--- src/rtl/usb_tx_arb_pkg.sv ---
// Shared types and constants for the USB IN-data arbiter.
package usb_tx_arb_pkg;

    typedef enum logic [1:0] {
        IDLE   = 2'd0,
        ACTIVE = 2'd1,
        NAK    = 2'd2
    } state_e;

    localparam int MAXP_HS = 512;
    localparam int MAXP_FS = 64;
    localparam int LEN_W   = 12;

endpackage

--- src/rtl/usb_tx_arbiter.sv ---
// Routes the controller's single IN-data interface to one of NUM_EP endpoint sources.
// Define USB_TX_ZLP_EN to send a zero-length packet after a max-size final packet.
module usb_tx_arbiter
    import usb_tx_arb_pkg::*;
#(
    parameter int NUM_EP = 4,
    parameter int LEN_W  = usb_tx_arb_pkg::LEN_W
) (
    input  logic                    clk_i,
    input  logic                    reset_i,
    input  logic                    highspeed_i,
    input  logic [3:0]              endpt_i,
    input  logic                    txact_i,
    input  logic                    txpop_i,
    input  logic                    txpktfin_i,
    output logic [7:0]              txdat_o,
    output logic [LEN_W-1:0]        txdat_len_o,
    output logic                    txcork_o,
    output logic                    txval_o,
    input  logic [NUM_EP*LEN_W-1:0] src_cnt_i,
    input  logic [NUM_EP*8-1:0]     src_dat_i,
    output logic [NUM_EP-1:0]       src_pop_o,
    output logic                    err_overpop_o
);

    localparam int SEL_W = (NUM_EP > 1) ? $clog2(NUM_EP) : 1;

    state_e                  state_q, state_d;
    logic                    txact_prev_q;
    logic [SEL_W-1:0]        act_sel_q, act_sel_d;
    logic [LEN_W-1:0]        remaining_q, remaining_d;
    logic [LEN_W-1:0]        txdat_len_q, txdat_len_d;
    logic                    txcork_q, txcork_d;
    logic                    txval_q, txval_d;
    logic                    err_overpop_q, err_overpop_d;
    logic [NUM_EP-1:0]       zlp_pend_q, zlp_pend_d;

    logic [LEN_W-1:0]              maxp;
    logic [NUM_EP-1:0][LEN_W-1:0]  ep_len;
    logic [NUM_EP-1:0]             ep_cork;
    logic [NUM_EP-1:0][7:0]        src_dat;
    logic                          ep_valid;
    logic [SEL_W-1:0]              sel;
    logic                          txact_rise;

`ifdef USB_TX_ZLP_EN
    logic [LEN_W-1:0]        act_len_q, act_len_d;
`else
    logic                    unused_pktfin;
    assign unused_pktfin = txpktfin_i;
`endif

    assign maxp       = highspeed_i ? LEN_W'(MAXP_HS) : LEN_W'(MAXP_FS);
    assign ep_valid   = (endpt_i != 4'd0) && (int'(endpt_i) <= NUM_EP);
    assign sel        = SEL_W'(endpt_i - 4'd1);
    assign txact_rise = txact_i && !txact_prev_q;
    assign src_dat    = src_dat_i;

    for (genvar i = 0; i < NUM_EP; i++) begin : g_ep
        logic [LEN_W-1:0] cnt;
        assign cnt        = src_cnt_i[i*LEN_W +: LEN_W];
        assign ep_len[i]  = (cnt > maxp) ? maxp : cnt;
        assign ep_cork[i] = (cnt == '0) && !zlp_pend_q[i];
    end

    always_comb begin
        state_d       = state_q;
        act_sel_d     = act_sel_q;
        remaining_d   = remaining_q;
        txdat_len_d   = txdat_len_q;
        txcork_d      = txcork_q;
        txval_d       = txval_q;
        err_overpop_d = err_overpop_q;
        zlp_pend_d    = zlp_pend_q;
`ifdef USB_TX_ZLP_EN
        act_len_d     = act_len_q;
`endif
        src_pop_o     = '0;
        txdat_o       = 8'h00;

        case (state_q)
            IDLE: begin
                if (txact_rise) begin
                    if (ep_valid && !txcork_q) begin
                        state_d     = ACTIVE;
                        act_sel_d   = sel;
                        remaining_d = txdat_len_q;
`ifdef USB_TX_ZLP_EN
                        act_len_d   = txdat_len_q;
`endif
                    end else begin
                        state_d = NAK;
                    end
                end
            end
            ACTIVE: begin
                if (remaining_q != '0) begin
                    txdat_o = src_dat[act_sel_q];
                    if (txpop_i) begin
                        // A pop in the reset cycle would be lost by the source's peer.
                        src_pop_o[act_sel_q] = !reset_i;
                        remaining_d          = remaining_q - LEN_W'(1);
                    end
                end else if (txpop_i) begin
                    err_overpop_d = 1'b1;
                end
`ifdef USB_TX_ZLP_EN
                if (txpktfin_i) zlp_pend_d[act_sel_q] = (act_len_q == maxp);
`endif
                if (!txact_i) state_d = IDLE;
            end
            NAK: begin
                if (!txact_i) state_d = IDLE;
            end
            default: state_d = IDLE;
        endcase

        // Packet parameters stay frozen for the whole transaction.
        if (state_d != ACTIVE) begin
            if (ep_valid) begin
                txdat_len_d = ep_len[sel];
                txcork_d    = ep_cork[sel];
            end else begin
                txdat_len_d = '0;
                txcork_d    = 1'b1;
            end
            txval_d = !txcork_d;
        end
    end

    always_ff @(posedge clk_i) begin
        if (reset_i) begin
            state_q       <= IDLE;
            txact_prev_q  <= 1'b0;
            act_sel_q     <= '0;
            remaining_q   <= '0;
            txdat_len_q   <= '0;
            txcork_q      <= 1'b1;
            txval_q       <= 1'b0;
            err_overpop_q <= 1'b0;
            zlp_pend_q    <= '0;
`ifdef USB_TX_ZLP_EN
            act_len_q     <= '0;
`endif
        end else begin
            state_q       <= state_d;
            txact_prev_q  <= txact_i;
            act_sel_q     <= act_sel_d;
            remaining_q   <= remaining_d;
            txdat_len_q   <= txdat_len_d;
            txcork_q      <= txcork_d;
            txval_q       <= txval_d;
            err_overpop_q <= err_overpop_d;
            zlp_pend_q    <= zlp_pend_d;
`ifdef USB_TX_ZLP_EN
            act_len_q     <= act_len_d;
`endif
        end
    end

    assign txdat_len_o   = txdat_len_q;
    assign txcork_o      = txcork_q;
    assign txval_o       = txval_q;
    assign err_overpop_o = err_overpop_q;

endmodule

--- config.mk ---
export PLATFORM = sky130hd
export DESIGN_NAME = usb_tx_arbiter
export DESIGN_NICKNAME = d
export VERILOG_FILES = /design/src/rtl/usb_tx_arb_pkg.sv /design/src/rtl/usb_tx_arbiter.sv
export SDC_FILE = /design/constraint.sdc
export NUM_CORES = 1
export LEC_CHECK = 0
export BUFFER_PORTS_ARGS = -buffer_cell sky130_fd_sc_hd__buf_2
export CAP_MARGIN = 10
export CORE_MARGIN = 5
export CORE_UTILIZATION = 45
export CTS_CLUSTER_DIAMETER = 40
export DETAILED_ROUTE_END_ITERATION = 8
export PLACE_DENSITY = 0.81
export SYNTH_ARGS = -nofsm -noshare
export SYNTH_HDL_FRONTEND = slang
export SYNTH_SLANG_ARGS = --single-unit
--- constraint.sdc ---
create_clock -name clk_i -period 2.75 [get_ports clk_i]
set_clock_uncertainty 0.05 [all_clocks]
set_input_delay 0.55 -clock clk_i [delete_from_list [all_inputs] [get_ports clk_i]]
set_output_delay 0.55 -clock clk_i [all_outputs]
set_load 0.01 [all_outputs]
# After elaboration in Yosys (flattened, before gate mapping)
# Index checks and enable logic that the tools add are counted.
dict set report classes {
  shifts 0
  div_mod_pow 0
  magnitude_cmp 8
  bitwise_logic 2
  n_mul 0
  n_addsub 2
  n_eq_ne 7
  n_mux 30
  reduce_logical 20
}
# op n
set op_table {}
lappend op_table {{$mux W12} 10}
lappend op_table {{$gt A12 B10 Y1} 4}
lappend op_table {{$logic_not A12 Y1} 4}
lappend op_table {{$bmux W12 S2} 1}
lappend op_table {{$mux W8} 3}
lappend op_table {{$pmux W12 S2} 1}
lappend op_table {{$bmux W8 S2} 1}
lappend op_table {{$mux W4} 3}
lappend op_table {{$reduce_bool A12 Y1} 1}
lappend op_table {{$sub A12 B1 Y12 const B} 1}
lappend op_table {{$mux W10} 1}
lappend op_table {{$ne A2 B2 Y1 const B} 4}
lappend op_table {{$lt A2 B3 Y1 const B} 2}
lappend op_table {{$mux W2} 3}
lappend op_table {{$reduce_and A3 Y1} 2}
lappend op_table {{$reduce_and A5 Y1} 1}
lappend op_table {{$and A4 B4 Y4} 1}
lappend op_table {{$le A4 B3 Y1 const B} 1}
lappend op_table {{$logic_and A1 B1 Y1} 4}
lappend op_table {{$logic_not A1 Y1} 4}
lappend op_table {{$mux W1} 4}
lappend op_table {{$pmux W2 S2} 1}
lappend op_table {{$reduce_bool A4 Y1} 1}
lappend op_table {{$bmux W1 S2} 1}
lappend op_table {{other kinds (10)} 10}
dict set report word_totals {
  ram_bits 0
  inputBits 90
  latch_bits 0
  mem_bits_ro 0
  memories 0
  ff_bits 32
  out_inout_bits 27
  word_cells 77
}

# Logic depth before layout (Yosys ltp)
dict set report depth {
  ltp_word 9
  depth_mapped 9
  depth_no_buf 8
}

# Least setup slack after synthesis
# Ideal clock, no wire load.
dict set report synth_path {
  path_kind {in2reg}
  start {input highspeed_i}
  end {register txdat_len_q[6] (netlist: txdat_len_o[6])}
  t_required_ns 2.583
  path_stages 7
  t_arrival_ns 2.268
  setup_time_ns 0.117
  slack_ns 0.315
  n_path_buf 0
  cell_sequence {inv_1 > ha_1 > a21o_1 > a2111oi_4 > mux2i_1 > a311o_1 > a22o_1}
}
dict set report synth_via {
  elab_chain_cells 6
  elab_cells_between_ends 12
  cone_classes {4 x order compare; 8 x mux}
}
# item line_no
set synth_lines {}
lappend synth_lines {{start: declaration} usb_tx_arbiter.sv:11} ;# input logic highspeed_i,
lappend synth_lines {{$mux W10 *} usb_tx_arbiter.sv:53} ;# assign maxp = highspeed_i ? LEN_W'(MAXP_HS) : LEN_W'(MAXP_FS);
lappend synth_lines {{$gt A12 B10 Y1} usb_tx_arbiter.sv:62} ;# assign ep_len[i] = (cnt > maxp) ? maxp : cnt;
lappend synth_lines {{$mux W12} usb_tx_arbiter.sv:62}
lappend synth_lines {{$bmux W12 S2 *} usb_tx_arbiter.sv:121} ;# txdat_len_d = ep_len[sel];
lappend synth_lines {{$mux W12 (not written as such) *} usb_tx_arbiter.sv:121}
lappend synth_lines {{$mux W12 *} usb_tx_arbiter.sv:120} ;# if (ep_valid) begin
lappend synth_lines {{end signal: assignment} usb_tx_arbiter.sv:150} ;# txdat_len_q <= txdat_len_d;
lappend synth_lines {{end: declaration} usb_tx_arbiter.sv:32} ;# logic [LEN_W-1:0] txdat_len_q, txdat_len_d;
# Mark *: on every way between the ends. The rest lies on a longest branch, timed or not. The select of a mux whose other input is x is not followed.
# A chain may end at the register's enable or synchronous reset.

# Worst setup path in the final report
dict set report layout_path {
  start {register remaining_q[4]}
  end {output src_pop_o[3]}
}
dict set report layout_via {
  elab_chain_cells 3
}
# item line_no
set layout_lines {}
lappend layout_lines {{start: declaration} usb_tx_arbiter.sv:31} ;# logic [LEN_W-1:0] remaining_q, remaining_d;
lappend layout_lines {{start signal: assignment} usb_tx_arbiter.sv:149} ;# remaining_q <= remaining_d;
lappend layout_lines {{$reduce_bool A12 Y1} usb_tx_arbiter.sv:97} ;# if (remaining_q != '0) begin
lappend layout_lines {{$mux W4} usb_tx_arbiter.sv:97}
lappend layout_lines {{$mux W4} usb_tx_arbiter.sv:81} ;# case (state_q)
lappend layout_lines {{end: declaration} usb_tx_arbiter.sv:22} ;# output logic [NUM_EP-1:0] src_pop_o,
# Every way passes these cells.

==> metrics <==
status=completed; synth-to-layout area growth=30.1%; register area share after synthesis=0.239; Die W=87.2 um; cell area after layout=3490 sq um; H-tree levels=2; row cnt=28; WHS Path Cells=2; Mean Syn Cell Area=approximately 7.9 sq um; Post-synth EDFFs=0; Synth Warn #=0; Worst EP arrival=1.96 ns; RSZ-0062 raised after global routing=no; WP data required=approximately 2.2 ns; Worst path max stage delay=0.49 ns; crit-path cells=nor4_1 > nand4_1 > and4b_1 > and3_1 > buf_2; worst flop-to-flop path startpoint=state_q[1]; fin util=0.597; hold_ws=roughly 0.43 ns; Worst-Skew Late Latency=0.28 ns; Global Route Usage Sum=0.222; Net Switching=0.331 mW; post-cts resize count=0; Core Area=roughly 6000 sq um; setup TNS=0 ns; DP Area=3400 sq um; die extent in y=87.2 um; final setup vio count=0; fmax=391 MHz; slew margin rel.=0.508; worst setup margin=0.192 ns; total CTS buffers=5; antenna cells=0; Detail Route Antenna Nets=0; Flop pwr share=0.421; Via Count=around 3,100; fillers=about 560; largest area contributor in the netlist=dfxtp_1; Worst Max-Slew Pin Slew=approximately 0.73 ns; register area=641 sq um; syn_nets=443; Layout Nets=564; initial antenna violation count=0; Clock Path Buffers=2; area of the multi-input gates=around 1900 sq um; post-CTS setup repair buffer count=0; power per cell area=between 300 and 400 nW/um^2; WL final=between 8000 and 9000 um; most numerous cell in the Yosys netlist=nand2_1; Clk pwr share=0.325; reg-to-reg endpoint=txdat_len_o[1]; CTS Root Cell=clkbuf_8; starting density of the core=0.459; DP Wirelength=around 7000 um; Worst path slowest cell=nor4_1; CTS tree=done; mapped cell area=2680 sq um; Critical Path End Type=output port; Synth area leaders=dfxtp_1 (24%), mux4_2 (6.7%), ha_1 (6.5%), nand2_1 (5.3%), a22oi_1 (3.9%); dpl cells=528; switching portion of total power=0.292; first-pass GRT wire length=13,800 um; Port Buffers=115; Clock Sinks=32; Synth top area share=0.239; ys async rst share=0; Cells after Synth=339; number of max-cap violations=0; Crit Path Class=register to output port; largest net degree at the start of global routing=42; Tmin final=~2.6 ns; Synth Flop Type=dfxtp_1; worst slack at placement=roughly 0.067 ns; Final Hold Vio Count=0; register bit total from synthesis=32; die area=7610 sq um; Final GP Congestion=roughly 0.96; Worst R2R Setup Slack=between 0.3 and 0.4 ns; wire length per cell=15.7 um; Max VDD drop=between 0.15 and 0.2 mV; share of layout cells above drive strength 1=0.349; Synth top cells by count=nand2_1 (38), dfxtp_1 (32), nor2_1 (28); DRC violations left=0; hold_buf cts=0; P_int=0.804 mW; post-DR vias/cell=5.71; vias in the first global route=3,160; Finished Layout Cells=536; I/O pin cnt=roughly 120; pins over their slew limit=0; Pleak=roughly 1.5 nW; Power Total=1.14 mW; total congestion overflow=0; Final Cycle Share=0.930; CP startpoint kind=register; Initial DRC Count=145; worst hold endpoint=err_overpop_o; CP Max Fanout=5; CTS clk-pin slew, worst paths=~0.070 ns; reg2reg path depth=8; Yosys cell types=58; hold_sp=err_overpop_o; combinational power share=0.253; Hold Crit Class=register to register; Initial DRT Pass Iterations=4
==> layout make-up <==
cell class | instances | area share
well taps | 75 | 0.0269
multi-input cells | 268 | 0.541
clock inverters | 2 | 0.00287
repair buffers | 130 | 0.197
clock buffers | 6 | 0.0236
flip-flops and latches | 32 | 0.183
inverters | 23 | 0.0247
==> worst max-delay path: cells and delay by family, from the launching register on <==
kind,cells,cell delay [ns]
simple gates,4,1.19
flops,1,0.35
buf+inv,1,0.13
==> state kept, by name, indices dropped and copies added, names as in the netlist <==
signal	cells
act_sel_q	2
remaining_q	12
state_q	2
txact_prev_q	1
txcork_o	1
txval_o	1
err_overpop_o	1
txdat_len_o	12
==> layout by cell type (no fill, tap or decap), drive strengths merged, types with 7 or more instances in the layout <==
master / Yosys / routed
a21boi: 7 / 7
a21oi: 18 / 18
a22oi: 14 / 14
and3: 10 / 10
buf: 4 / 130
dfxtp: 32 / 32
ha: 14 / 14
inv: 22 / 22
mux2i: 8 / 8
mux4: 8 / 8
nand2: 38 / 38
nand3: 12 / 12
nor2: 28 / 28
nor2b: 7 / 7
nor4: 9 / 9
o21ai: 18 / 18
o221ai: 8 / 8
==> metal layers <==
metal,up-vias,global-route usage,share of wire
met3,9,0.0587,0.084
li1,1507,-,-
met2,118,0.415,0.50
met4,0,0.0321,0.0061
met1,1426,0.258,0.41
met5,-,0,0
==> how the worst max path moves through the flow <==
| stage | start | slack (ns) | depth (start not counted) | to |
|---|---|---|---|---|
| after global routing | remaining_q[4] | 0.04 | 5 | src_pop_o[3] |
| after floorplan | highspeed_i | 0.31 | 7 | txdat_len_o[6] |
| final | remaining_q[4] | 0.19 | 5 | src_pop_o[3] |
| after detailed placement | highspeed_i | 0.07 | 10 | txdat_len_o[6] |
| after CTS | remaining_q[4] | 0.21 | 5 | src_pop_o[3] |
| after global placement | highspeed_i | 0.11 | 8 | txdat_len_o[6] |
==> power by group through the flow <==
| stage | clock network [mW] | logic [mW] | registers, mW |
|---|---|---|---|
| after detailed placement | 0 | 0.286 | 0.488 |
| after global routing | 0.401 | 0.319 | 0.479 |
| after CTS | 0.376 | 0.287 | 0.478 |
| after floorplan | 0 | 0.149 | 0.488 |
| final | 0.369 | 0.288 | 0.478 |
| after global placement | 0 | 0.277 | 0.488 |
==> logic make-up (layout without fill, tap and decap cells) <==
logic type,count (synthesis),count (layout),synth area share
and+or+nand+nor,138,138,0.271
AOI/OAI and AO/OA,96,96,0.255
buffers and inverters,39,161,0.0569
DFF,32,32,0.239
muxes,19,19,0.110
adders and majority gates,14,14,0.0653
xor gates and xnor gates,1,1,0.00326
(Power assumes the default switching activity.)
